<file path="src/rtl/ddr_request_arbiter.sv">
// Shares the DDR client port among NUM_PORTS requesters, one burst per grant.
// Round-robin by default; DDR_ARBITER_FIXED_PRIORITY_EN selects lowest-index-wins.
module ddr_request_arbiter #(
  parameter int NUM_PORTS = 4,
  parameter int BURST_LEN = 2
) (
  input  logic                    clk_i,
  input  logic                    rst_i,
  input  logic [NUM_PORTS-1:0]    req_valid_i,
  input  logic [NUM_PORTS-1:0]    req_write_i,
  input  logic [NUM_PORTS*27-1:0] req_address_i,
  input  logic [NUM_PORTS*64-1:0] req_wdata_i,
  input  logic [NUM_PORTS*8-1:0]  req_wmask_i,
  output logic [NUM_PORTS-1:0]    req_grant_o,
  output logic [NUM_PORTS-1:0]    req_wack_o,
  output logic [NUM_PORTS-1:0]    rsp_valid_o,
  output logic [63:0]             rsp_data_o,
  output logic [NUM_PORTS-1:0]    rsp_done_o,
  input  logic                    mem_ready_i,
  output logic [26:0]             mem_address_o,
  output logic                    mem_write_o,
  output logic                    mem_read_o,
  output logic                    mem_push_o,
  output logic [63:0]             mem_write_data_o,
  output logic [7:0]              mem_write_mask_o,
  output logic                    mem_pull_o,
  input  logic [63:0]             mem_read_data_i,
  input  logic                    mem_read_valid_i,
  output logic                    mem_done_o,
  output logic [2:0]              dbg_state_o
);

  // Handshake: a requester holds req_valid_i until its one-cycle req_grant_o;
  // after that the transaction is committed and req_valid_i is ignored.
  localparam int PW = (NUM_PORTS > 1) ? $clog2(NUM_PORTS) : 1;
  localparam int CW = $clog2(BURST_LEN) + 1;
  localparam logic [CW-1:0] LAST_BEAT = CW'(BURST_LEN - 1);

  localparam logic [2:0] S_IDLE  = 3'd0;
  localparam logic [2:0] S_CMD   = 3'd1;
  localparam logic [2:0] S_WRITE = 3'd2;
  localparam logic [2:0] S_READ  = 3'd3;
  localparam logic [2:0] S_DONE  = 3'd4;

  logic [2:0]    state;
  logic [PW-1:0] win;
  logic          win_write;
  logic [26:0]   win_addr;
  logic [CW-1:0] cnt;
  logic [PW-1:0] pick;
  logic          xfer;

  logic [26:0] addr_arr  [NUM_PORTS];
  logic [63:0] wdata_arr [NUM_PORTS];
  logic [7:0]  wmask_arr [NUM_PORTS];

  always_comb begin
    for (int i = 0; i < NUM_PORTS; i++) begin
      addr_arr[i]  = req_address_i[i*27 +: 27];
      wdata_arr[i] = req_wdata_i[i*64 +: 64];
      wmask_arr[i] = req_wmask_i[i*8 +: 8];
    end
  end

`ifdef DDR_ARBITER_FIXED_PRIORITY_EN
  always_comb begin
    pick = '0;
    for (int i = NUM_PORTS - 1; i >= 0; i--) begin
      if (req_valid_i[i]) pick = PW'(i);
    end
  end
`else
  logic [PW-1:0] rr_ptr;
  logic [PW-1:0] idx;

  // Scan from the far end back toward rr_ptr so the nearest valid port wins.
  always_comb begin
    pick = '0;
    idx  = '0;
    for (int i = NUM_PORTS - 1; i >= 0; i--) begin
      idx = PW'((int'(rr_ptr) + i) % NUM_PORTS);
      if (req_valid_i[idx]) pick = idx;
    end
  end
`endif

  assign xfer        = (state == S_WRITE) || ((state == S_READ) && mem_read_valid_i);
  assign dbg_state_o = state;

  always_ff @(posedge clk_i or posedge rst_i) begin
    if (rst_i) begin
      state     <= S_IDLE;
      win       <= '0;
      win_write <= 1'b0;
      win_addr  <= '0;
      cnt       <= '0;
`ifndef DDR_ARBITER_FIXED_PRIORITY_EN
      rr_ptr    <= '0;
`endif
    end else begin
      case (state)
        S_IDLE: begin
          if (mem_ready_i && (|req_valid_i)) begin
            win       <= pick;
            win_write <= req_write_i[pick];
            win_addr  <= addr_arr[pick];
            state     <= S_CMD;
          end
        end
        S_CMD: begin
          cnt   <= '0;
          state <= win_write ? S_WRITE : S_READ;
        end
        S_WRITE, S_READ: begin
          if (xfer) begin
            cnt <= cnt + 1'b1;
            if (cnt == LAST_BEAT) state <= S_DONE;
          end
        end
        S_DONE: begin
`ifndef DDR_ARBITER_FIXED_PRIORITY_EN
          rr_ptr <= (int'(win) == NUM_PORTS - 1) ? '0 : win + 1'b1;
`endif
          state <= S_IDLE;
        end
        default: state <= S_IDLE;
      endcase
    end
  end

  // Every output is a decode of registered state; only the data buses mux inputs.
  always_comb begin
    req_grant_o      = '0;
    req_wack_o       = '0;
    rsp_valid_o      = '0;
    rsp_done_o       = '0;
    rsp_data_o       = '0;
    mem_address_o    = '0;
    mem_write_o      = 1'b0;
    mem_read_o       = 1'b0;
    mem_push_o       = 1'b0;
    mem_write_data_o = '0;
    mem_write_mask_o = '0;
    mem_pull_o       = 1'b0;
    mem_done_o       = 1'b0;
    case (state)
      S_CMD: begin
        mem_write_o      = win_write;
        mem_read_o       = ~win_write;
        mem_address_o    = win_addr;
        req_grant_o[win] = 1'b1;
      end
      S_WRITE: begin
        mem_push_o       = 1'b1;
        mem_write_data_o = wdata_arr[win];
        mem_write_mask_o = wmask_arr[win];
        req_wack_o[win]  = 1'b1;
      end
      S_READ: begin
        if (mem_read_valid_i) begin
          mem_pull_o       = 1'b1;
          rsp_data_o       = mem_read_data_i;
          rsp_valid_o[win] = 1'b1;
        end
      end
      S_DONE: begin
        mem_done_o      = 1'b1;
        rsp_done_o[win] = 1'b1;
      end
      default: ;
    endcase
  end

endmodule

</file>
<file path="config.mk">
export PLATFORM = sky130hd
export DESIGN_NAME = ddr_request_arbiter
export DESIGN_NICKNAME = d
export VERILOG_FILES = /design/src/rtl/ddr_request_arbiter.sv
export SDC_FILE = /design/constraint.sdc
export NUM_CORES = 1
export LEC_CHECK = 0
export ABC_CLOCK_PERIOD_IN_PS = 1850
export CAP_MARGIN = 20
export CORE_AREA = 5 5 253 255
export CTS_BUF_LIST = sky130_fd_sc_hd__clkbuf_16
export CTS_CLUSTER_DIAMETER = 40
export DETAILED_ROUTE_END_ITERATION = 8
export DIE_AREA = 0 0 258 260
export SLEW_MARGIN = 20
export SYNTH_ARGS = -nofsm -noshare
export SYNTH_HDL_FRONTEND = slang
export SYNTH_SLANG_ARGS = --single-unit
</file>
<file path="constraint.sdc">
create_clock -name clk_i -period 1.85 [get_ports clk_i]
set_input_delay 0.37 -clock clk_i [delete_from_list [all_inputs] [get_ports clk_i]]
set_output_delay 0.37 -clock clk_i [all_outputs]
set_load 0.1 [all_outputs]
</file>
Word-level counts from Yosys, hierarchy flattened

Cells that the tools add are included.

Add/subtract/negate cells: 5
$lt $le $gt $ge: 9
Bitwise gates (word level): 3
Reductions and logical operators: 11
Equality and inequality tests: 9
Multiplexer cells: 49

Operators by type and width:

| kind                | count |
|---|---|
| $mux 64             | 5 |
| $bmux 64 s2         | 1 |
| $mux 27             | 3 |
| $bmux 27 s2         | 1 |
| $mux 8              | 3 |
| $mux 4              | 5 |
| $lt 2x3->1 const B  | 6 |
| $bmux 8 s2          | 1 |
| $mux 1              | 13 |
| $mux 2              | 6 |
| $bmux 1 s2          | 5 |
| $mux 3              | 3 |
| $pmux 3 s3          | 1 |
| $add 2x1->2 const B | 3 |
| $eq 3x2->1 const B  | 2 |
| $ge 3x3->1 const B  | 2 |
| $ne 2x2->1 const B  | 3 |
| $not 2->3           | 2 |
| $add 2x2->2 const B | 2 |
| $eq 2x1->1 const B  | 2 |
| $pmux 2 s2          | 1 |
| $reduce_and 2->1    | 2 |
| $reduce_or 4->1     | 1 |
| $eq 3x1->1 const B  | 1 |
| 10 further kinds    | 12 |

Register bits after elaboration: 37
Bits of input ports: 472
Output and inout port bits: 187

Logic depth before layout (Yosys ltp)

Depth after elaboration: 11
Gate-level depth with buffers: 8
Mapped depth without buffers: 5

Worst setup path before layout

OpenSTA, ideal clock, no wires.

Path type: reg-to-output
From: reg state[2] (netlist: dbg_state_o[2])
To: out rsp_done_o[0]
Arrival: 3568 ps
Stages on the path, launching flop included: 4
Slack: -2088 ps
Path buffers: 1
Cells stage by stage: dfrtp_1 clkbuf_1 nor3b_2 and2_1

Cells in the longest elaborated chain, start to end: 2

Ends and longest elaborated chain:

| what                   | RTL line | source |
|---|---|---|
| start, declared        | 45       | `logic [2:0] state;` |
| start signal, assigned | 112      | `state <= win_write ? S_WRITE : S_READ;` |
| $eq 3x3->1             | 146      | `case (state)` |
| $mux 4                 | 146      |  |
| end, declared          | 18       | `output logic [NUM_PORTS-1:0] rsp_done_o,` |

Every way passes these cells.

Worst setup path in the final report

From: reg win[0]
To: out mem_write_data_o[33]

Cells in the longest elaborated chain, start to end: 5

Ends and longest elaborated chain:

| what                                       | RTL line | source |
|---|---|---|
| start, declared                            | 46       | `logic [PW-1:0] win;` |
| start signal, assigned                     | 104      | `win <= pick;` |
| $not 2->3 (implied by the code)            | 155      | `mem_write_data_o = wdata_arr[win];` |
| $bmux 64 s2                                | 155      |  |
| $mux 64 (implied by the code) (2 in a row) | 155      |  |
| $mux 64                                    | 146      |  |
| end, declared                              | 24       | `output logic [63:0] mem_write_data_o,` |

Every way passes these cells. The select of a mux whose other input is x is not followed.

==> impl_metrics.env <==
export IMPL_status="finished, violations left"
export IMPL_violations="negative setup slack"
export IMPL_drt_initial_drc_count=413
export IMPL_synth_seq_cells=37
export IMPL_syn_to_final_growth_pct=204
export IMPL_drive_above_1_share_pct=49.2
export IMPL_wl_mm=59.6
export IMPL_syn_nets=1074
export IMPL_arrival_ns=2.03
export IMPL_port_buffers=658
export IMPL_syn_avg_cell_area_sq_um=9.71
export IMPL_ctsHoldBuffers=0
export IMPL_utilization_pct=28.7
export IMPL_yosys_warnings=0
export IMPL_ios=659
export IMPL_slew_viol_final=0
export IMPL_initial_utilization_pct=9.45
export IMPL_cts_tree="done"
export IMPL_clock_path_buffers=2
export IMPL_fmax_ghz=0.417
export IMPL_grt_pass1_vias=9194
export IMPL_timing_hold_ws_ns=0.431
export IMPL_die_area_sq_um=67100
export IMPL_clock_skew_ns=0.00801
export IMPL_period_minus_slack_ns=2.40
export IMPL_rsz0062_at_grt="yes"
export IMPL_crit_type="flop to output port"
export IMPL_path_max_fanout=13
export IMPL_first_pass_iters=5
export IMPL_synth_edf_count=0
export IMPL_syn_cell_area_sq_um=5800
export IMPL_post_drt_via_cell_ratio=4.04
export IMPL_synth_seq_area_share_pct=16.0
export IMPL_critical_path_required_ns=1.48
export IMPL_num_vias=8595
export IMPL_clock_latency_ns=0.30
export IMPL_finish_net_count=1802
export IMPL_leakage_nw=6.79
export IMPL_hpwl_mm=51.3
export IMPL_gp_congestion=0.949
export IMPL_grt_overflow_total=0
export IMPL_ant_nets=0
export IMPL_holdCritPathClass="input port to async pin"
export IMPL_relSlewSlack_pct=74.0
export IMPL_antenna_found_initial=37
export IMPL_drv_cap=0
export IMPL_synth_cell_types=39
export IMPL_yosys_most_used_dff="dfrtp_1"
export IMPL_drc_errors=0
export IMPL_num_rows=91
export IMPL_post_route_period_util_pct=129
export IMPL_synthArstFlopShare_pct=100
export IMPL_setup_ws_ns=-0.546
export IMPL_setup_violations=214
export IMPL_grt_pass1_wl_mm=78.4
export IMPL_ir_worst_vdd_mv=0.626
export IMPL_htree_levels=2
export IMPL_cts_root_buf="clkbuf_16"
export IMPL_wl_per_cell_microns=28.0
export IMPL_cts_made_buffers=5
export IMPL_die_y_microns=260
export IMPL_cp_end_kind="output port"
export IMPL_grt_usage_pct=16.5
export IMPL_start_kind="flop"
export IMPL_syn_instance_count=597
export IMPL_hold_violations=0
export IMPL_core_area_sq_um=61400
export IMPL_cellPowerDensity_nw_per_um2=1580
export IMPL_tightest_slew_ns=0.389
export IMPL_fp_dieW_microns=258
export IMPL_clk_pin_slew_ns=0.07
export IMPL_cts_sinks=37
export IMPL_grt_max_degree=38
==> final timing paths <==
kind / end / slack [ns] / cells after the start / start
worst max-delay path: mem_write_data_o[33] / -0.55 / 5 / win[0]
worst min-delay path: win_addr[18] / 0.43 / 3 / rst_i
worst max register to register: win_addr[7] / -0.25 / 9 / dbg_state_o[0]
worst min register to register: win_addr[14] / 0.50 / 2 / win_addr[14]
max in group asynchronous: dbg_state_o[2] / 1.13 / 3 / rst_i
min in group clk_i: win_addr[14] / 0.50 / 2 / win_addr[14]
==> power by group <==
part,switching (mW),total [mW],leakage [nW],internal [mW]
registers,0.447,1.67,0.456,1.23
logic,14.2,25.2,6.26,11.0
clock network,0.424,0.921,0.0696,0.497
total,15.1,27.8,6.79,12.7
==> cell families (layout without fill, tap and decap cells) <==
family / after synthesis / count (layout) / share of synthesized area [%]
compound gates: 102 / 102 / 15.0
mux: 105 / 105 / 33.7
flops: 37 / 37 / 16.0
buf+inv: 80 / 809 / 6.77
fa+ha+maj: 5 / 5 / 1.08
simple gates: 268 / 268 / 27.5
other cells: 0 / 10 / 0
==> metrics by stage <==
stage,cell area [sq um],power (mW),setup WS [ns],TNS [ns],cells
4_1_cts,17600,28.1,-0.586,-84.17,2116
6_report,17600,27.8,-0.546,-72.06,2126
3_5_place_dp,16500,25.2,-0.540,-54.30,2058
3_3_place_gp,16500,25.1,-0.471,-51.47,2058
2_1_floorplan,6490,15.8,-0.823,-74.08,597
5_1_grt,17600,28.8,-0.587,-85.21,2123
==> worst max-delay path: stages (launching register included) <==
cell and delay, ns:
dfrtp_4 0.41, buf_12 0.17, buf_16 0.18, mux4_2 0.57, and2_4 0.20, buf_12 0.16
==> timing repair <==
item	CTS	global route
endpoints found under the setup margin	213	216
gates cloned	14	1
buffers inserted	37	15
resized for setup	78	41
pin swaps	36	24
==> registers in the layout (all words and copies together), names as in the netlist <==
signal	cells
cnt	2
dbg_state_o	3
rr_ptr	2
win	2
win_addr	27
win_write	1
==> final cells by class <==
| cell class | instances | area (sq um) |
|---|---|---|
| Clock buffer | 5 | 125 |
| Timing Repair Buffer | 796 | 10300 |
| Multi-Input combinational cell | 480 | 5210 |
| Antenna cell | 10 | 25.0 |
| Clock inverter | 3 | 17.5 |
| Tap cell | 790 | 988 |
| Sequential cell | 37 | 946 |
| Fill cell | 6250 | 43700 |
| Inverter | 5 | 23.8 |
==> per-layer routing <==
layer  track usage (%)  wire (microns)  part of all wire [%]  vias to the layer above
met4              4.02            1340                   2.2                       20
met1              18.5           21900                    37                     4215
met3              7.21            6290                    11                      101
li1                  -               -                     -                     3744
met5                 0             116                  0.19                        -
met2              28.9           29900                    50                      515
==> Yosys cell counts (all sizes together) (5+ instances only) <==
cell / count / area, sq um
o211ai: 28 / 310
and2: 149 / 932
o21ai: 6 / 30.0
dfrtp: 37 / 926
buf: 35 / 223
mux4: 72 / 1620
inv: 5 / 18.8
o31ai: 28 / 210
clkbuf: 40 / 151
and3: 32 / 200
nor2: 9 / 33.8
ha: 5 / 62.6
nand2: 34 / 128
nand4: 28 / 175
a21oi: 5 / 25.0
a211o: 28 / 245
mux2i: 31 / 310
==> placed cells by master (no fill, tap or decap), types with 8 or more instances in the layout <==
| cell type | n |
|---|---|
| a211o_1 | 28 |
| and2_4 | 142 |
| and3_4 | 32 |
| buf_12 | 224 |
| buf_16 | 8 |
| buf_4 | 56 |
| buf_6 | 30 |
| clkdlybuf4s50_1 | 467 |
| dfrtp_1 | 31 |
| diode_2 | 10 |
| mux2i_1 | 30 |
| mux4_2 | 72 |
| nand2_1 | 19 |
| nand2_2 | 14 |
| nand4_1 | 28 |
| o211ai_1 | 8 |
| o211ai_2 | 20 |
| o31ai_1 | 28 |
Power figures use the tool's default switching activity.
